$ cat config.mk
export PLATFORM = sky130hd
export DESIGN_NAME = rhs_zcheck_sweep
export DESIGN_NICKNAME = d
export VERILOG_FILES = /design/src/rtl/rhs_zcheck_sweep.sv
export SDC_FILE = /design/constraint.sdc
export NUM_CORES = 1
export LEC_CHECK = 0
export CORE_UTILIZATION = 49
export DETAILED_ROUTE_END_ITERATION = 6
export PLACE_DENSITY = 0.72
export SYNTH_ARGS = -nofsm -noshare
export SYNTH_HDL_FRONTEND = slang
export SYNTH_SLANG_ARGS = --single-unit
$ cat constraint.sdc
create_clock -name clk -period 5.84 [get_ports clk]
set_clock_uncertainty 0.2 [all_clocks]
set_input_delay 0.584 -clock clk [delete_from_list [all_inputs] [get_ports clk]]
set_output_delay 0.584 -clock clk [all_outputs]
set_load 0.02 [all_outputs]
$ cat src/rtl/rhs_zcheck_sweep.sv
// Impedance-check sweep sequencer for the RHS headstage array: walks a channel
// range and the enabled scales, handshaking each step with rhs_256.
//
// state | meaning
// IDLE  | waiting for sweep_start; configuration checked here
// SETUP | channel/scale driven, settle timer running
// START | zcheck_start held high for the pulse width
// WAIT  | waiting for zcheck_done or the step timeout
// NEXT  | advance scale, then channel; decide whether the sweep is over
// DONE  | sweep_done pulse, then back to IDLE
module rhs_zcheck_sweep #(
  parameter int NUM_CHANNELS       = 256,
  parameter int SETTLE_CYCLES      = 16,
  parameter int START_PULSE_CYCLES = 40,
  parameter int TIMEOUT_CYCLES     = 2000000
) (
  input  logic        clk,
  input  logic        rstn,
  input  logic        sweep_start,
  input  logic        sweep_abort,
  input  logic [11:0] first_channel,
  input  logic [11:0] last_channel,
  input  logic [3:0]  scale_mask,
  input  logic        zcheck_done,
  output logic [11:0] zcheck_global_channel,
  output logic [1:0]  zcheck_scale,
  output logic        zcheck_start,
  output logic        busy,
  output logic        step_valid,
  output logic        step_timeout,
  output logic        sweep_done,
  output logic        sweep_aborted,
  output logic        config_error,
  output logic [11:0] timeout_count
);

  typedef enum logic [2:0] {S_IDLE, S_SETUP, S_START, S_WAIT, S_NEXT, S_DONE} state_t;

  localparam logic [12:0] NUM_CH13   = 13'(NUM_CHANNELS);
  localparam logic [31:0] SETTLE_LD  = 32'(SETTLE_CYCLES - 1);
  localparam logic [31:0] PULSE_LD   = 32'(START_PULSE_CYCLES - 1);
  localparam logic [31:0] TIMEOUT_LD = 32'(TIMEOUT_CYCLES - 1);

  state_t      state;
  logic [31:0] timer;
  logic [11:0] last_q;
  logic [3:0]  mask_q;
  logic        start_blocked;
  logic        cfg_ok;
  logic [2:0]  next_sc;

  function automatic logic [1:0] lowest_bit(input logic [3:0] m);
    lowest_bit = 2'd0;
    for (int k = 3; k >= 0; k--)
      if (m[k]) lowest_bit = 2'(k);
  endfunction

  // {found, index} of the lowest set bit strictly above cur
  function automatic logic [2:0] next_bit(input logic [3:0] m, input logic [1:0] cur);
    next_bit = 3'b000;
    for (int k = 3; k >= 0; k--)
      if (m[k] && (k > int'(cur))) next_bit = {1'b1, 2'(k)};
  endfunction

  assign cfg_ok  = (first_channel <= last_channel) && ({1'b0, last_channel} < NUM_CH13) &&
                   (scale_mask != 4'd0);
  assign next_sc = next_bit(mask_q, zcheck_scale);

  always_ff @(posedge clk or negedge rstn) begin
    if (!rstn) begin
      state                 <= S_IDLE;
      timer                 <= '0;
      last_q                <= '0;
      mask_q                <= '0;
      start_blocked         <= 1'b0;
      zcheck_global_channel <= '0;
      zcheck_scale          <= '0;
      zcheck_start          <= 1'b0;
      busy                  <= 1'b0;
      step_valid            <= 1'b0;
      step_timeout          <= 1'b0;
      sweep_done            <= 1'b0;
      sweep_aborted         <= 1'b0;
      config_error          <= 1'b0;
      timeout_count         <= '0;
    end else begin
      step_valid    <= 1'b0;
      step_timeout  <= 1'b0;
      sweep_done    <= 1'b0;
      sweep_aborted <= 1'b0;
      config_error  <= 1'b0;
      if (!sweep_start) start_blocked <= 1'b0;

      if (state != S_IDLE && sweep_abort) begin
        state         <= S_IDLE;
        busy          <= 1'b0;
        zcheck_start  <= 1'b0;
        sweep_aborted <= 1'b1;
      end else begin
        case (state)
          S_IDLE: begin
            // abort outranks start; a rejected start waits for sweep_start to drop
            if (sweep_start && !sweep_abort && !start_blocked) begin
              if (cfg_ok) begin
                last_q                <= last_channel;
                mask_q                <= scale_mask;
                zcheck_global_channel <= first_channel;
                zcheck_scale          <= lowest_bit(scale_mask);
                timeout_count         <= '0;
                timer                 <= SETTLE_LD;
                busy                  <= 1'b1;
                state                 <= S_SETUP;
              end else begin
                config_error  <= 1'b1;
                start_blocked <= 1'b1;
              end
            end
          end
          S_SETUP: begin
            if (timer == 32'd0) begin
              zcheck_start <= 1'b1;
              timer        <= PULSE_LD;
              state        <= S_START;
            end else begin
              timer <= timer - 32'd1;
            end
          end
          S_START: begin
            if (timer == 32'd0) begin
              zcheck_start <= 1'b0;
              timer        <= TIMEOUT_LD;
              state        <= S_WAIT;
            end else begin
              timer <= timer - 32'd1;
            end
          end
          S_WAIT: begin
            if (zcheck_done) begin
              step_valid <= 1'b1;
              timer      <= '0;
              state      <= S_NEXT;
            end else if (timer == 32'd0) begin
              step_valid   <= 1'b1;
              step_timeout <= 1'b1;
              if (timeout_count != 12'hFFF) timeout_count <= timeout_count + 12'd1;
              state        <= S_NEXT;
            end else begin
              timer <= timer - 32'd1;
            end
          end
          S_NEXT: begin
            if (next_sc[2]) begin
              zcheck_scale <= next_sc[1:0];
              timer        <= SETTLE_LD;
              state        <= S_SETUP;
            end else if (zcheck_global_channel == last_q) begin
              sweep_done <= 1'b1;
              state      <= S_DONE;
            end else begin
              zcheck_global_channel <= zcheck_global_channel + 12'd1;
              zcheck_scale          <= lowest_bit(mask_q);
              timer                 <= SETTLE_LD;
              state                 <= S_SETUP;
            end
          end
          S_DONE: begin
            busy  <= 1'b0;
            state <= S_IDLE;
          end
          default: begin
            busy  <= 1'b0;
            state <= S_IDLE;
          end
        endcase
      end
    end
  end

endmodule

* Word-level counts from Yosys, hierarchy flattened
Cells that the tools add are included.
Operators by class: add/subtract/negate cells 3, order comparisons 5, eq/ne operators 21, multiplexer cells 75, bitwise gates (word level) 1, reduce and logical (&&, ||, !) cells 27
Operators with widths (count):
- 32-bit 2-to-1 mux | 8
- 32-bit one-hot mux with 5 select lines | 1
- 12-bit 2-to-1 mux | 9
- 12-bit one-hot mux with 2 select lines | 2
- 3-bit 2-to-1 mux | 12
- 32-bit zero test | 1
- 32-bit by 1-bit subtractor with 32-bit output, second input constant | 1
- 1-bit 2-to-1 mux | 27
- 12-bit by 1-bit adder with 12-bit output, second input constant | 2
- 2-bit 2-to-1 mux | 12
- 3-bit != test, second input constant | 6
- 3-bit one-hot mux with 5 select lines | 1
- 2-bit != test, second input constant | 7
- 12-bit == test | 1
- 12-bit <= comparator | 1
- 12-bit by 9-bit < comparator with 1-bit output, second input constant | 1
- 12-bit != test, second input constant | 1
- 6-bit AND reduction | 2
- 5-bit AND reduction | 2
- 1-bit logical AND | 8
- 7-bit AND reduction | 1
- 3-bit by 2-bit == test with 1-bit output, second input constant | 2
- 3-bit AND reduction | 2
- 3-bit nonzero test | 2
- 16 further kinds | 20
Storage, ports and cells: flip-flop bits (word level) 85, bits of input ports 33, output and inout bits 33, logic and storage cells 147

* Longest topological paths before layout
word-level depth 8, mapped depth 11, depth with buffers taken out 9

* Worst setup path before layout
OpenSTA, ideal clock, no wires.
path kind input-to-reg, start input last_channel[1], end register last_q[6], setup time 0.125 ns, arrival 2.596 ns, required time 5.515 ns, setup slack 2.919 ns, cell stages on the path 9, path buffers 1, path through inv_1 > ha_1 > nor2b_1 > o211ai_1 > a211oi_1 > o31a_1 > nor3_2 > buf_2 > mux2_2
On the way: longest elaborated chain between the ends 4, elaborated cells on any way between the ends 5, classes of those cells 2 x order compare; 3 x reduce/logical
RTL lines:
- start: declaration | line 22 | input logic [11:0] last_channel,
- 12-bit <= comparator or 12-bit by 9-bit < comparator with 1-bit output (tied branches) | line 65 | assign cfg_ok = (first_channel <= last_channel) && ({1'b0, last_channel} < NUM_CH13) &&
- 1-bit logical AND * (2 in series) | line 65
- 4-bit AND reduction (no source line) *
- end signal: assignment | line 105 | last_q <= last_channel;
- end: declaration | line 46 | logic [11:0] last_q;
Mark *: on every way between the ends. The rest lies on a longest branch, timed or not. A chain may end at the register's enable or synchronous reset.

* Worst setup path in the final report
start register state[2], end register timer[1]
On the way: longest elaborated chain between the ends 4, elaborated cells on any way between the ends 15, classes of those cells 8 x eq/ne; 1 x mux; 1 x bitwise; 5 x reduce/logical
RTL lines:
- start: declaration | line 44 | state_t state;
- start signal: assignment | line 71 | state <= S_IDLE;
- start signal: assignment | line 95 | state <= S_IDLE;
- start signal: assignment | line 112 | state <= S_SETUP;
- branches (longest 4 deep; another with 6-bit AND reduction)
- end signal: assignment | line 125 | timer <= timer - 32'd1;
- end signal: assignment | line 134 | timer <= timer - 32'd1;
- end signal: assignment | line 148 | timer <= timer - 32'd1;
- end: declaration | line 45 | logic [31:0] timer;
Parallel ways; which one is timed is not known.

==> qor.yml <==
status:
  status: "finished clean"
floorplanning:
  core_area_mm2: 0.01046
  die_h_um: 106.6
  io_pins: 66
  die_x_um: 106.6
  rows: 37
  die-area_mm2: 0.01136
  initial_core_util_pct: 51.21
global_routing:
  grt_pass1_vias: 4618
  grt.overflow.total: 0
  grt_pass1_wl_um: 22760
  grt_util_all_layers_pct: 25.38
  antenna_found_initial: 0
  grt_max_degree: 86
timing:
  finalMaxSlewViolations: 0
  rsz0062_at_grt: "no"
  min_period_ps: 3575
  finalSetupTns_ps: 0
  worstMarginPinSlew_ps: 1090
  setup_ws_ps: 2265
  maxSlewHeadroom_pct: 27.34
  hold-worst-slack_ps: 206.5
  setup_viol: 0
  hold_viol: 0
  fmax_mhz: 279.7
  finalCritPeriodShare_pct: 61.22
pwr:
  cellLeakagePower_nw: 2.642
  ir_drop_mv: 0.3367
  power.density_mw_per_mm2: 462.8
clocking:
  clk_path_buf_depth: 2
  cts_buffers: 9
  post-cts-setup-buffers: 0
  holdBufCountCts: 0
  clock-sinks: 85
  clock_latency_ps: 380
  htree_levels: 3
  cts_resized: 0
  cts.reportedPaths.clkPinSlew_ps: 90
  cts_tree: "done"
  root_buffer: "clkbuf_8"
placed_design:
  place.gp.congestion: 0.9720
  dp_hpwl_um: 9655
  dpl_cell_area_mm2: 0.006082
  io_buffers: 65
  preCtsSetupSlack_ps: 1938
setup_path:
  cp-end-kind: "register"
  start_kind: "register"
  r2r-start: "state[2]"
  reg2reg_slack_ps: 2260
  crit_chain: "nor3b_2 -> buf_4 -> nand4_1 -> nor4_2 -> nand2_1 -> nand3_2 -> nor2_1 -> mux2_2"
  crit_family: "simple AND/OR/NAND/NOR gates"
  critPathKind: "register to register"
  path_max_fanout: 27
  cpPeakStageDelay_ps: 680
  worst-r2r-cell-count: 8
  crit_slowest_cell: "dfrtp_1"
  critPathBufInv: 1
  arrival_ps: 3630
  required_ps: 5900
  r2r_end: "timer[1]"
synthesis:
  syn_nets: 655
  synth_edf_count: 0
  ys_ff_latch: 85
  synthArstFlopShare_pct: 100.0
  yosys_warnings: 0
  synth_area_mm2: 0.005358
  ys.flop_type: "dfrtp_1"
  synth_cell_types: 66
  seq_area_frac_synth_pct: 39.70
  synth_area_per_cell_um2: 8.841
  synthCells: 606
detailed_routing:
  dr.pass1.iters: 5
  num_vias: 4911
  drtIter0Drc: 460
  via_per_inst: 6.146
  routedWlPerCell_um: 17.13
  drtAntennaViolNets: 0
  finalWirelength_um: 13690
  remaining_drc_errors: 0
finish:
  seqCellArea_mm2: 0.002127
  final_nets: 708
  final_util_pct: 60.17
  syn2layout_area_growth_pct: 17.49
  antennaDiodeCount: 0
  drive_gt1_share_pct: 9.351
  design_area_mm2: 0.006295
  multi_input_area_mm2: 0.002998
  n_fill_cell: 952
job:
  maxCapViolations: 0
min_path:
  hold_path.class: "input port to asynchronous set/reset pin"
==> cell families after synthesis <==
family | count (synthesis) | synth area share (%)
AOI/OAI and AO/OA | 178 | 21.60
buffers and inverters | 56 | 4.344
and+or+nand+nor | 240 | 24.71
adders and majority gates | 17 | 3.923
DFF | 85 | 39.70
muxes | 18 | 3.760
xor gates and xnor gates | 12 | 1.962
==> placed cells by master (no fill, tap or decap), types with 4 or more instances in the layout <==
cell	n
a211oi_1	4
a21oi_1	28
a31oi_1	14
and3_1	12
buf_4	5
clkbuf_8	9
clkdlybuf4s50_1	64
dfrtp_1	85
ha_1	16
inv_1	29
mux2_2	17
nand2_1	43
nand2b_1	12
nand3_1	18
nand4_1	7
nor2_1	66
nor2b_1	8
nor3_1	25
nor4_1	12
nor4_4	4
o21ai_0	53
o21ai_1	5
o22a_1	4
o22ai_1	7
o31ai_1	35
o41ai_1	5
or3_1	6
xnor2_1	12
==> synthesized netlist by cell type (12+ instances only) <==
master / number / area (um2)
o21ai_0: 53 / 265.3
nor2_1: 66 / 247.7
o31ai_1: 35 / 262.8
nand2b_1: 12 / 75.07
nor4_1: 12 / 75.07
and3_1: 12 / 75.07
clkbuf_1: 15 / 56.30
ha_1: 16 / 200.2
xnor2_1: 12 / 105.1
nand2_1: 43 / 161.4
nor3_1: 25 / 125.1
a21oi_1: 28 / 140.1
mux2_2: 17 / 191.4
inv_1: 29 / 108.9
a31oi_1: 14 / 87.58
nand3_1: 18 / 90.09
dfrtp_1: 85 / 2127
==> power breakdown <==
part	total (mW)	internal (mW)	leakage (nW)	switching (mW)
Clock	0.455	0.238	0.101	0.216
Sequential	1.01	0.751	1.13	0.259
Combinational	1.45	0.570	1.41	0.879
Total	2.91	1.56	2.64	1.35
==> worst max path at each step <==
stage | cells after the start | from | to
6_report | 8 | state[2] | timer[1]
5_1_grt | 8 | state[2] | timer[0]
4_1_cts | 8 | state[2] | timer[0]
3_5_place_dp | 10 | last_channel[10] | timer[0]
3_3_place_gp | 10 | last_channel[10] | timer[0]
2_1_floorplan | 9 | last_channel[1] | last_q[6]
==> flip-flops by register name, summed over array words and instances, names as in the netlist <==
signal / flops
zcheck_start: 1
sweep_aborted: 1
config_error: 1
state: 3
start_blocked: 1
step_valid: 1
timer: 32
zcheck_scale: 2
timeout_count: 12
busy: 1
mask_q: 4
zcheck_global_channel: 12
step_timeout: 1
sweep_done: 1
last_q: 12
==> per-layer routing <==
metal / GRT usage, % / routed length (um)
met1: 35.09 / 6116
met2: 39.68 / 6548
met3: 3.066 / 711
met4: 11.74 / 309
met5: 0 / 0
==> worst register-to-register path, stage by stage (launching register included) <==
cell	delay [ps]
dfrtp_1	680
nor3b_2	250
buf_4	230
nand4_1	130
nor4_2	530
nand2_1	280
nand3_2	500
nor2_1	310
mux2_2	340
==> final cells by class <==
| class | instances | share of cell area (%) |
|---|---|---|
| multi-input cells | 465 | 47.62 |
| inverters | 29 | 1.729 |
| clock inverters | 6 | 1.411 |
| clock buffers | 9 | 1.968 |
| well taps | 136 | 2.703 |
| repair buffers | 69 | 10.77 |
| flip-flops and latches | 85 | 33.79 |
==> through the flow <==
stage	total power [mW]	instances
after detailed placement	2.459	784
after floorplan	2.025	606
after CTS	2.920	799
after global placement	2.413	784
final	2.913	799
after global routing	3.133	799
Note: power is estimated with default switching activity, not from simulation.
